--- config.mk ---
export PLATFORM = sky130hd
export DESIGN_NAME = frame_uart_rx_flat
export DESIGN_NICKNAME = d
export VERILOG_FILES = /design/src/rtl/frame_uart_rx_if.sv /design/src/rtl/frame_uart_rx.sv /design/src/flat_wrapper.sv
export SDC_FILE = /design/constraint.sdc
export NUM_CORES = 1
export LEC_CHECK = 0
export CAP_MARGIN = 20
export CELL_PAD_IN_SITES_DETAIL_PLACEMENT = 1
export CELL_PAD_IN_SITES_GLOBAL_PLACEMENT = 2
export CORE_UTILIZATION = 31
export DETAILED_ROUTE_END_ITERATION = 7
export GPL_TIMING_DRIVEN = 0
export PLACE_DENSITY_LB_ADDON = 0.1
export SLEW_MARGIN = 20
export SYNTH_ARGS = -nofsm -noshare
export SYNTH_HDL_FRONTEND = slang
export SYNTH_SLANG_ARGS = --single-unit
--- constraint.sdc ---
create_clock -name CLK -period 1.8 [get_ports CLK]
set_input_delay 0.27 -clock CLK [delete_from_list [all_inputs] [get_ports CLK]]
set_output_delay 0.27 -clock CLK [all_outputs]
set_load 0.02 [all_outputs]
--- src/rtl/frame_uart_rx_if.sv ---
// Receive-side bundle for frame_uart_rx: serial input plus byte/word/pixel/frame outputs.
// The receiver takes the master modport; a consumer or stimulus source takes the slave.
interface frame_uart_rx_if;
    logic        rxd;
    logic [7:0]  byte_data;
    logic        byte_valid;
    logic [35:0] word_data;
    logic        word_valid;
    logic [11:0] pix_data;
    logic        pix_valid;
    logic        frame_done;
    logic        frame_err;

    modport master (
        input  rxd,
        output byte_data, byte_valid, word_data, word_valid,
        output pix_data, pix_valid, frame_done, frame_err
    );

    modport slave (
        output rxd,
        input  byte_data, byte_valid, word_data, word_valid,
        input  pix_data, pix_valid, frame_done, frame_err
    );
endinterface

--- src/rtl/frame_uart_rx.sv ---
// 8N1 receiver that packs 5 bytes into a 36-bit word, unpacks three 12-bit pixels,
// and pulses frame_done after WORDS_PER_FRAME words.
module frame_uart_rx #(
    parameter logic [15:0] DIVISOR         = 16'd1302,
    parameter logic [19:0] WORDS_PER_FRAME = 20'd5,
    parameter logic [19:0] GAP_TIMEOUT     = 20'd500000
) (
    input  logic           CLK,
    input  logic           RST,
    frame_uart_rx_if.master bus
);
    localparam logic [15:0] HALF = DIVISOR >> 1;

    typedef enum logic [1:0] {IDLE, START, DATA, STOP} state_t;
    state_t state, state_nxt;

    logic        rx_meta, rxs;
    logic [15:0] tmr;
    logic [2:0]  bit_cnt;
    logic [7:0]  shreg;
    logic [2:0]  byte_idx;
    logic [31:0] word_acc;
    logic [19:0] gap_cnt;
    logic [19:0] word_count;
    logic [2:0]  vld_pipe;
    logic        tick, start_det, shift_en, stop_ok, stop_bad;

    assign tick = (tmr == 16'd0);

    always_ff @(posedge CLK) begin
        if (RST) state <= IDLE;
        else     state <= state_nxt;
    end

    always_comb begin
        state_nxt = state;
        start_det = 1'b0;
        shift_en  = 1'b0;
        stop_ok   = 1'b0;
        stop_bad  = 1'b0;
        case (state)
            IDLE: if (!rxs) begin
                start_det = 1'b1;
                state_nxt = START;
            end
            START: if (tick) state_nxt = rxs ? IDLE : DATA;
            DATA: if (tick) begin
                shift_en = 1'b1;
                if (bit_cnt == 3'd7) state_nxt = STOP;
            end
            STOP: if (tick) begin
                stop_ok   = rxs;
                stop_bad  = !rxs;
                state_nxt = IDLE;
            end
            default: state_nxt = IDLE;
        endcase
    end

    always_ff @(posedge CLK) begin
        if (RST) begin
            rx_meta        <= 1'b1;
            rxs            <= 1'b1;
            tmr            <= '0;
            bit_cnt        <= '0;
            shreg          <= '0;
            byte_idx       <= '0;
            word_acc       <= '0;
            gap_cnt        <= '0;
            word_count     <= '0;
            vld_pipe       <= '0;
            bus.byte_data  <= '0;
            bus.byte_valid <= 1'b0;
            bus.word_data  <= '0;
            bus.word_valid <= 1'b0;
            bus.pix_data   <= '0;
            bus.pix_valid  <= 1'b0;
            bus.frame_done <= 1'b0;
            bus.frame_err  <= 1'b0;
        end else begin
            rx_meta <= bus.rxd;
            rxs     <= rx_meta;

            // First sample lands mid start bit, later ones one full bit apart.
            if (start_det)  tmr <= HALF - 16'd1;
            else if (tick)  tmr <= DIVISOR - 16'd1;
            else            tmr <= tmr - 16'd1;

            if (start_det)     bit_cnt <= '0;
            else if (shift_en) bit_cnt <= bit_cnt + 3'd1;
            if (shift_en) shreg <= {rxs, shreg[7:1]};

            bus.byte_valid <= stop_ok;
            if (stop_ok) bus.byte_data <= shreg;

            // Gap timer only runs between bytes of a partially assembled word.
            if (start_det) begin
                gap_cnt <= '0;
            end else if (state == IDLE && byte_idx != 3'd0) begin
                if (gap_cnt >= GAP_TIMEOUT - 20'd1) begin
                    gap_cnt       <= '0;
                    byte_idx      <= '0;
                    bus.frame_err <= 1'b1;
                end else begin
                    gap_cnt <= gap_cnt + 20'd1;
                end
            end else begin
                gap_cnt <= '0;
            end

            if (stop_bad) begin
                bus.frame_err <= 1'b1;
                byte_idx      <= '0;
            end

            bus.word_valid <= 1'b0;
            if (bus.byte_valid) begin
                if (byte_idx == 3'd4) begin
                    bus.word_data  <= {bus.byte_data[3:0], word_acc};
                    bus.word_valid <= 1'b1;
                    byte_idx       <= '0;
                end else begin
                    word_acc[{byte_idx[1:0], 3'b000} +: 8] <= bus.byte_data;
                    byte_idx <= byte_idx + 3'd1;
                end
            end

            vld_pipe      <= {vld_pipe[1:0], bus.word_valid};
            bus.pix_valid <= bus.word_valid | vld_pipe[0] | vld_pipe[1];
            if (bus.word_valid)   bus.pix_data <= bus.word_data[11:0];
            else if (vld_pipe[0]) bus.pix_data <= bus.word_data[23:12];
            else if (vld_pipe[1]) bus.pix_data <= bus.word_data[35:24];

            bus.frame_done <= 1'b0;
            if (bus.word_valid) word_count <= word_count + 20'd1;
            if (vld_pipe[2] && word_count == WORDS_PER_FRAME) begin
                bus.frame_done <= 1'b1;
                word_count     <= '0;
            end
        end
    end
endmodule

--- src/flat_wrapper.sv ---
// flat-port wrapper written by rule: the top's interface ports become plain ports
module frame_uart_rx_flat 
#(
    parameter logic [15:0] DIVISOR         = 16'd1302,
    parameter logic [19:0] WORDS_PER_FRAME = 20'd5,
    parameter logic [19:0] GAP_TIMEOUT     = 20'd500000
)
  (CLK, RST, bus_rxd, bus_byte_data, bus_byte_valid, bus_word_data, bus_word_valid, bus_pix_data, bus_pix_valid, bus_frame_done, bus_frame_err);
  frame_uart_rx_if bus_i ();
  input  logic CLK;
  input  logic RST;
  input wire logic [$bits(bus_i.rxd)-1:0] bus_rxd;
  output wire logic [$bits(bus_i.byte_data)-1:0] bus_byte_data;
  output wire logic [$bits(bus_i.byte_valid)-1:0] bus_byte_valid;
  output wire logic [$bits(bus_i.word_data)-1:0] bus_word_data;
  output wire logic [$bits(bus_i.word_valid)-1:0] bus_word_valid;
  output wire logic [$bits(bus_i.pix_data)-1:0] bus_pix_data;
  output wire logic [$bits(bus_i.pix_valid)-1:0] bus_pix_valid;
  output wire logic [$bits(bus_i.frame_done)-1:0] bus_frame_done;
  output wire logic [$bits(bus_i.frame_err)-1:0] bus_frame_err;
  assign bus_i.rxd = bus_rxd;
  assign bus_byte_data = bus_i.byte_data;
  assign bus_byte_valid = bus_i.byte_valid;
  assign bus_word_data = bus_i.word_data;
  assign bus_word_valid = bus_i.word_valid;
  assign bus_pix_data = bus_i.pix_data;
  assign bus_pix_valid = bus_i.pix_valid;
  assign bus_frame_done = bus_i.frame_done;
  assign bus_frame_err = bus_i.frame_err;
  frame_uart_rx #(.DIVISOR(DIVISOR), .WORDS_PER_FRAME(WORDS_PER_FRAME), .GAP_TIMEOUT(GAP_TIMEOUT)) u_core (.CLK(CLK), .RST(RST), .bus(bus_i));
endmodule
# Word-level counts from Yosys, hierarchy flattened
# Cells that the tools add are included.
[word_totals]
romBits = 0
latchBits = 0
ramBits = 0
word_cells = 102
output_inout_bits = 61
regBits = 170
n_memories = 0
in_bits = 3
[op_classes]
eq_ne = 13
n_addsub = 6
n_reduce_logical = 21
multipliers = 0
div = 0
n_shift = 2
n_mux = 33
magnitude_cmp = 1
n_bitwise = 5
[ops]
columns = ["op", "count"]
rows = [
  ["$add A20 B1 Y20 const B", 2],
  ["$mux W12", 3],
  ["$bwmux W32", 1],
  ["$shift A8 B7 Y32 const A", 1],
  ["$shiftx A8 B7 Y32", 1],
  ["$eq A20 B3 Y1 const B", 1],
  ["$ge A20 B19 Y1 const B", 1],
  ["$mux W3", 6],
  ["$logic_not A16 Y1", 1],
  ["$sub A16 B1 Y16 const B", 1],
  ["$mux W1", 14],
  ["$mux W2", 6],
  ["$reduce_bool A3 Y1", 4],
  ["$mux W11", 1],
  ["$mux W10", 1],
  ["$ne A2 B1 Y1 const B", 4],
  ["$pmux W2 S4", 1],
  ["$neg A5 Y7", 1],
  ["$add A3 B1 Y3 const B", 2],
  ["$eq A3 B3 Y1 const B", 2],
  ["$reduce_and A3 Y1", 2],
  ["$reduce_or A2 Y1", 3],
  ["$reduce_and A5 Y1", 1],
  ["$eq A2 B2 Y1 const B", 2],
  ["12 further kinds", 19],
]

# Longest topological paths before layout
# Gate-level depths: netlist of the first run.
[logic_depth]
word_depth = 6
mapped_depth = 9
depth_no_buf = 7

# Worst setup path after synthesis of the first run
# No wires, ideal clock.
[synth_path]
kind = "register -> register"
start = "reg u_core.byte_idx[0]"
end = "reg u_core.byte_idx[2]"
path_stages_with_launch = 9
required_time_ps = 1666
arrival_time_ps = 1820
slack_ps = -154
period_less_slack_ps = 1954
n_path_buf = 1
path_cell_list = "dfxtp_1 -> inv_1 -> ha_1 -> clkbuf_1 -> nor2b_1 -> a2111oi_0 -> o211ai_1 -> nand3b_1 -> a311oi_2"
[synth_via]
elab_chain_cells = 4
word_cells_on_any_way = 8
cone_classes = "1 x add/sub; 1 x eq/ne; 2 x mux; 4 x reduce/logical"
[synth_rtl]
columns = ["element", "line_no", "source"]
rows = [
  ["start: declaration", "frame_uart_rx.sv:21", "logic [2:0] byte_idx;"],
  ["start signal: assignment", "frame_uart_rx.sv:124", "byte_idx <= byte_idx + 3'd1;"],
  ["branches (longest 4 deep; another with $add A3 B1 Y3)", "-", ""],
]
# Parallel ways; which one is timed is not known.
# A chain may end at the register's enable or synchronous reset.

# Worst setup path in the final report of the first run
[layout_path]
start = "reg u_core.gap_cnt[11]"
end = "reg u_core.byte_idx[2]"
[layout_via]
elab_chain_cells = 3
[layout_rtl]
columns = ["element", "line_no", "source"]
rows = [
  ["start: declaration", "frame_uart_rx.sv:23", "logic [19:0] gap_cnt;"],
  ["start signal: assignment", "frame_uart_rx.sv:105", "gap_cnt <= gap_cnt + 20'd1;"],
  ["$ge A20 B19 Y1", "frame_uart_rx.sv:100", "if (gap_cnt >= GAP_TIMEOUT - 20'd1) begin"],
  ["$reduce_bool A3 Y1 (no source line)", "-", ""],
  ["$reduce_and A3 Y1 (no source line)", "-", ""],
]
# Every way passes these cells.

==> impl_table.tex, run 1 <==
\begin{tabular}{lr}
\hline
Metric & Value \\
\hline
\multicolumn{2}{l}{\textbf{Status}} \\
Status & complete, but fails checks \\
Violations in the final reports & setup timing \\
\multicolumn{2}{l}{\textbf{Setup path}} \\
Required time of the critical path & 2.14 ns \\
CP Launch Type & register \\
Source of the critical timing path & u\_core.gap\_cnt[11]\$\_SDFF\_PP0\_ \\
Beginning of the worst register-to-register path & u\_core.gap\_cnt[11]\$\_SDFF\_PP0\_ \\
Cell at the slowest stage of the critical path & o41a\_1 \\
Buf+Inv Stages, Crit Path & 0 \\
Number of cell instances on the worst register-to-register path & 5 \\
Worst Path Arrival & 2.21 ns \\
WP depth & 5 \\
Largest fanout on the critical path & 3 \\
Kind of capture point of the worst setup path & register \\
Worst-case register-to-register setup slack & -0.07 ns \\
Setup crit end & u\_core.byte\_idx[2]\$\_SDFFE\_PP0P\_ \\
CP peak stage delay & 0.46 ns \\
Worst-path cell chain & o41a\_1, or3\_4, o211ai\_1, nand3b\_1, a311oi\_2 \\
Worst flop-to-flop path endpoint & u\_core.byte\_idx[2]\$\_SDFFE\_PP0P\_ \\
Kind of cell adding the most delay to the critical path & compound AO/OA/AOI/OAI gates \\
Type of the setup path with the least slack & register to register \\
\multicolumn{2}{l}{\textbf{CTS}} \\
Total of hold buffers inserted after clock tree synthesis & 0 \\
Worst-Skew Late Latency & 0.43 ns \\
Number of levels the H-tree was split into & 4 \\
Clock Root Buffer & clkbuf\_16 \\
Clock-pin slew on the worst setup and hold paths & 0.07 ns \\
Number of clock buffers inserted by TritonCTS & 17 \\
TritonCTS sink count & 170 \\
Clock tree from TritonCTS & done \\
Bufs on Longest Clock Path & 2 \\
\multicolumn{2}{l}{\textbf{Placement}} \\
Final Wtd Congestion & 0.850 \\
Detailed-placement wirelength estimate & 15,000 um \\
Number of input and output port buffers inserted & 62 \\
Setup WS pre-CTS & -0.590 ns \\
\multicolumn{2}{l}{\textbf{Timing}} \\
Final Hold Violating Endpoints & 0 \\
Maximum operating frequency & 535 MHz \\
Sum of negative setup slack & -0.295 ns \\
Period utilisation layout & 104\% \\
Slew at the pin closest to its max-slew limit & 0.841 ns \\
Shortest period the worst path allows & 1.87 ns \\
Maximum clock skew at final layout & 0.0133 ns \\
RSZ-0062 raised after global routing & true \\
Least setup slack across all paths after layout & -0.0695 ns \\
Final setup violation count & 11 \\
Hold Slack & 0.410 ns \\
Slew Limit Fails & 0 \\
Max-slew headroom & 44.0\% \\
\multicolumn{2}{l}{\textbf{Global route}} \\
Sum of overflow across all layers after global routing & 0 \\
Largest net degree at the start of global routing & 17 \\
Overall fraction of global-route tracks in use & 19.2\% \\
Number of antenna violations at the first check in global routing & 0 \\
Wire length of the first global-routing pass & 33,200 um \\
Vias in the first global route & 6,198 \\
\multicolumn{2}{l}{\textbf{Synthesis}} \\
Cell area after synthesis & 0.00691 mm\^{}2 \\
Main combinational cell family by area after synthesis & simple AND/OR/NAND/NOR gates \\
Post-synthesis net count & 837 \\
FF+latch count, synth & 170 \\
Multiplexer fraction of the synthesized cell area & 3.04\% \\
Simple-Gate Fraction of Synth Area & 25.8\% \\
Share of the synthesized area in compound gates (AO/OA/AOI/OAI) & 10.3\% \\
Register area share after synthesis & 49.3\% \\
Number of standard cells after synthesis & 821 \\
Most used flip-flop cell after synthesis & dfxtp\_1 \\
Count of flip-flops with a built-in enable after synthesis & 0 \\
Async SR Flop Fraction & 0\% \\
Number of unique standard cell types used by synthesis & 50 \\
Post-synthesis adder-cell area fraction & 2.35\% \\
XOR/XNOR share of the synthesized area & 6.21\% \\
Yosys warning count & 0 \\
Average cell area after synthesis & 8.42 um\^{}2 \\
\multicolumn{2}{l}{\textbf{Drt}} \\
Number of vias after detailed routing & 5,941 \\
Initial DRC count & 174 \\
Average routed wire per standard cell & 17.2 um \\
Total Wirelength & 21,100 um \\
Antenna-violating nets left & 0 \\
Vias per cell & 4.85 \\
Total iterations of the first detailed-routing run & 4 \\
Number of remaining DRC errors & 0 \\
\multicolumn{2}{l}{\textbf{Worst hold path}} \\
Type of the tightest min-delay check & input pin to register \\
Startpoint of the most critical hold path & bus\_rxd \\
\multicolumn{2}{l}{\textbf{Power}} \\
Power density over cell area & 1050 mW/mm\^{}2 \\
VDD IR-drop max & 0.763 mV \\
Leak & 3.29 nW \\
\multicolumn{2}{l}{\textbf{Floorplanning}} \\
Floorplan die height & 151 um \\
I/O pin cnt & 64 \\
Area of the placeable core & 0.0218 mm\^{}2 \\
Number of rows in the core area & 54 \\
Horizontal extent of the die & 151 um \\
Initial core utilization & 31.7\% \\
Die outline area & 0.0229 mm\^{}2 \\
\multicolumn{2}{l}{\textbf{Final layout}} \\
Number of nets in the finished design & 947 \\
Layout cells sized above 1 & 16.7\% \\
Antenna cell count & 0 \\
Area grow syn2layout & 30.8\% \\
Count of filler cells inserted in the layout & 2,575 \\
\multicolumn{2}{l}{\textbf{Job}} \\
Number of max-cap violations & 0 \\
\hline
\end{tabular}
[layer usage]
layer | track usage (%) | vias to the layer above | wire length, um
met5 | 0 | - | 0
met4 | 4.90 | 0 | 190
met3 | 3.40 | 16 | 585
met2 | 32.1 | 62 | 10100
met1 | 25.2 | 2875 | 10200
li1 | - | 2988 | -
[layout by cell type, fill, tap and decap left out, types with 4 or more instances in the layout]
cell / netlist / routed
nor2b_1: 4 / 4
and3_1: 6 / 5
nand2_1: 181 / 172
clkinv_2: 0 / 4
nand4_1: 14 / 14
nor2_1: 78 / 75
clkbuf_1: 33 / 18
or2_2: 4 / 4
nand3_1: 51 / 49
o21ai_0: 16 / 15
dfxtp_1: 170 / 152
dlygate4sd2_1: 0 / 13
buf_2: 5 / 4
a21oi_1: 100 / 92
nand2_2: 0 / 7
buf_6: 0 / 8
nor4_4: 1 / 4
ha_1: 13 / 10
clkbuf_2: 0 / 9
clkbuf_16: 0 / 17
mux2i_1: 21 / 21
and2_1: 6 / 5
buf_4: 2 / 28
dlymetal6s2s_1: 0 / 6
inv_1: 10 / 7
clkdlybuf4s50_1: 0 / 43
dfxtp_2: 0 / 16
xnor2_1: 23 / 22
xor2_1: 26 / 26
a21oi_2: 0 / 8
nor3_1: 12 / 10
[through the flow]
step,power [W],util (%),instances,instance area [um^2]
after floorplan,0.00499,-,821,6920
after global placement,0.00520,36.1,1163,7890
after detailed placement,0.00526,36.1,1163,7890
after CTS,0.00941,40.3,1216,8800
after global routing,0.00990,41.4,1224,9040
final,0.00948,41.4,1224,9040
[logic make-up (layout without fill, tap and decap cells)]
logic type	after synthesis	count (layout)
adder cells (fa/ha/maj)	13	13
AND/OR/NAND/NOR	386	386
multiplexers	21	21
AO/OA/AOI/OAI	130	130
flip-flops	170	170
buffers and inverters	51	174
other	1	1
XOR/XNOR	49	49
[sequential cells by signal (all words and copies together), names as in the netlist, 3 cells and up, named ones only]
| register | count |
|---|---|
| u_core.tmr | 16 |
| u_core.bus.byte_data | 8 |
| u_core.bus.pix_data | 12 |
| u_core.bit_cnt | 3 |
| u_core.word_count | 20 |
| u_core.byte_idx | 3 |
| u_core.shreg | 8 |
| u_core.vld_pipe | 3 |
| u_core.gap_cnt | 20 |
| u_core.bus.word_data | 36 |
| u_core.word_acc | 32 |
[worst min path at each step]
stage | endpoint | slack, ns | depth (start not counted)
5_1_grt | u_core.rx_meta$_SDFF_PP1_ | 0.41 | 2
3_3_place_gp | u_core.rxs$_SDFF_PP1_ | 0.39 | 1
3_5_place_dp | u_core.rxs$_SDFF_PP1_ | 0.40 | 1
2_1_floorplan | u_core.rx_meta$_SDFF_PP1_ | 0.37 | 1
6_report | u_core.rx_meta$_SDFF_PP1_ | 0.41 | 2
4_1_cts | u_core.rx_meta$_SDFF_PP1_ | 0.39 | 2
[cells in the mapped netlist (all sizes together), types with 6 or more instances]
cell type,number,area share [%]
nand2,181,9.8
dfxtp,170,49
a21oi,100,7.2
nor2,78,4.2
nand3,51,3.7
clkbuf,33,1.8
xor2,26,3.3
xnor2,23,2.9
mux2i,21,3.0
nand4,16,1.8
o21ai,16,1.2
ha,13,2.4
nor3,13,1.1
inv,10,0.54
nor4,9,1.2
buf,8,0.63
and2,6,0.54
and3,6,0.54
[final cells by class]
type                       instances  area (um^2)  area share (%)
buffer                            38          193            2.13
clock buffer                      18          439            4.86
clock inverter                    14          169            1.87
inverter                          10         37.5           0.415
multi-input combinational        600         3540            39.2
sequential                       170         3430            38.0
tap                              280          350            3.88
timing repair buffer              94          878            9.72
[power by group]
group          internal, W  leakage (nW)  switching (W)
clock network      0.00223         0.297        0.00161
logic             0.000730          1.61       0.000778
registers          0.00392          1.38       0.000221
total              0.00688          3.29        0.00260
[repair_timing]
item / 4_1_cts / 5_1_grt
cloned: 2 / 1
setup endpoints to repair: 153 / 116
resized for setup: 63 / 61
setup buffers: 21 / 8
hold endpoints to repair: 0 / 0
pin swaps: 12 / 22
Note: power is estimated with default switching activity, not from simulation.
==> run 2: changes to the inputs <==
--- a/config.mk
+++ b/config.mk
@@ -12,7 +12,7 @@
 export DETAILED_ROUTE_END_ITERATION = 7
 export GPL_TIMING_DRIVEN = 0
 export PLACE_DENSITY_LB_ADDON = 0.1
-export SLEW_MARGIN = 20
+export SLEW_MARGIN = 5
 export SYNTH_ARGS = -nofsm -noshare
 export SYNTH_HDL_FRONTEND = slang
 export SYNTH_SLANG_ARGS = --single-unit
==> results of run 2 <==
No change in the layout: final DEF, timing and power equal those of run 1.
==> run 3: changes to the inputs <==
--- a/config.mk
+++ b/config.mk
@@ -11,6 +11,7 @@
 export CORE_UTILIZATION = 31
 export DETAILED_ROUTE_END_ITERATION = 7
 export GPL_TIMING_DRIVEN = 0
+export HOLD_SLACK_MARGIN = 0.15
 export PLACE_DENSITY_LB_ADDON = 0.1
 export SLEW_MARGIN = 5
 export SYNTH_ARGS = -nofsm -noshare
==> results of run 3 <==
No change in the layout: final DEF, timing and power equal those of run 1.
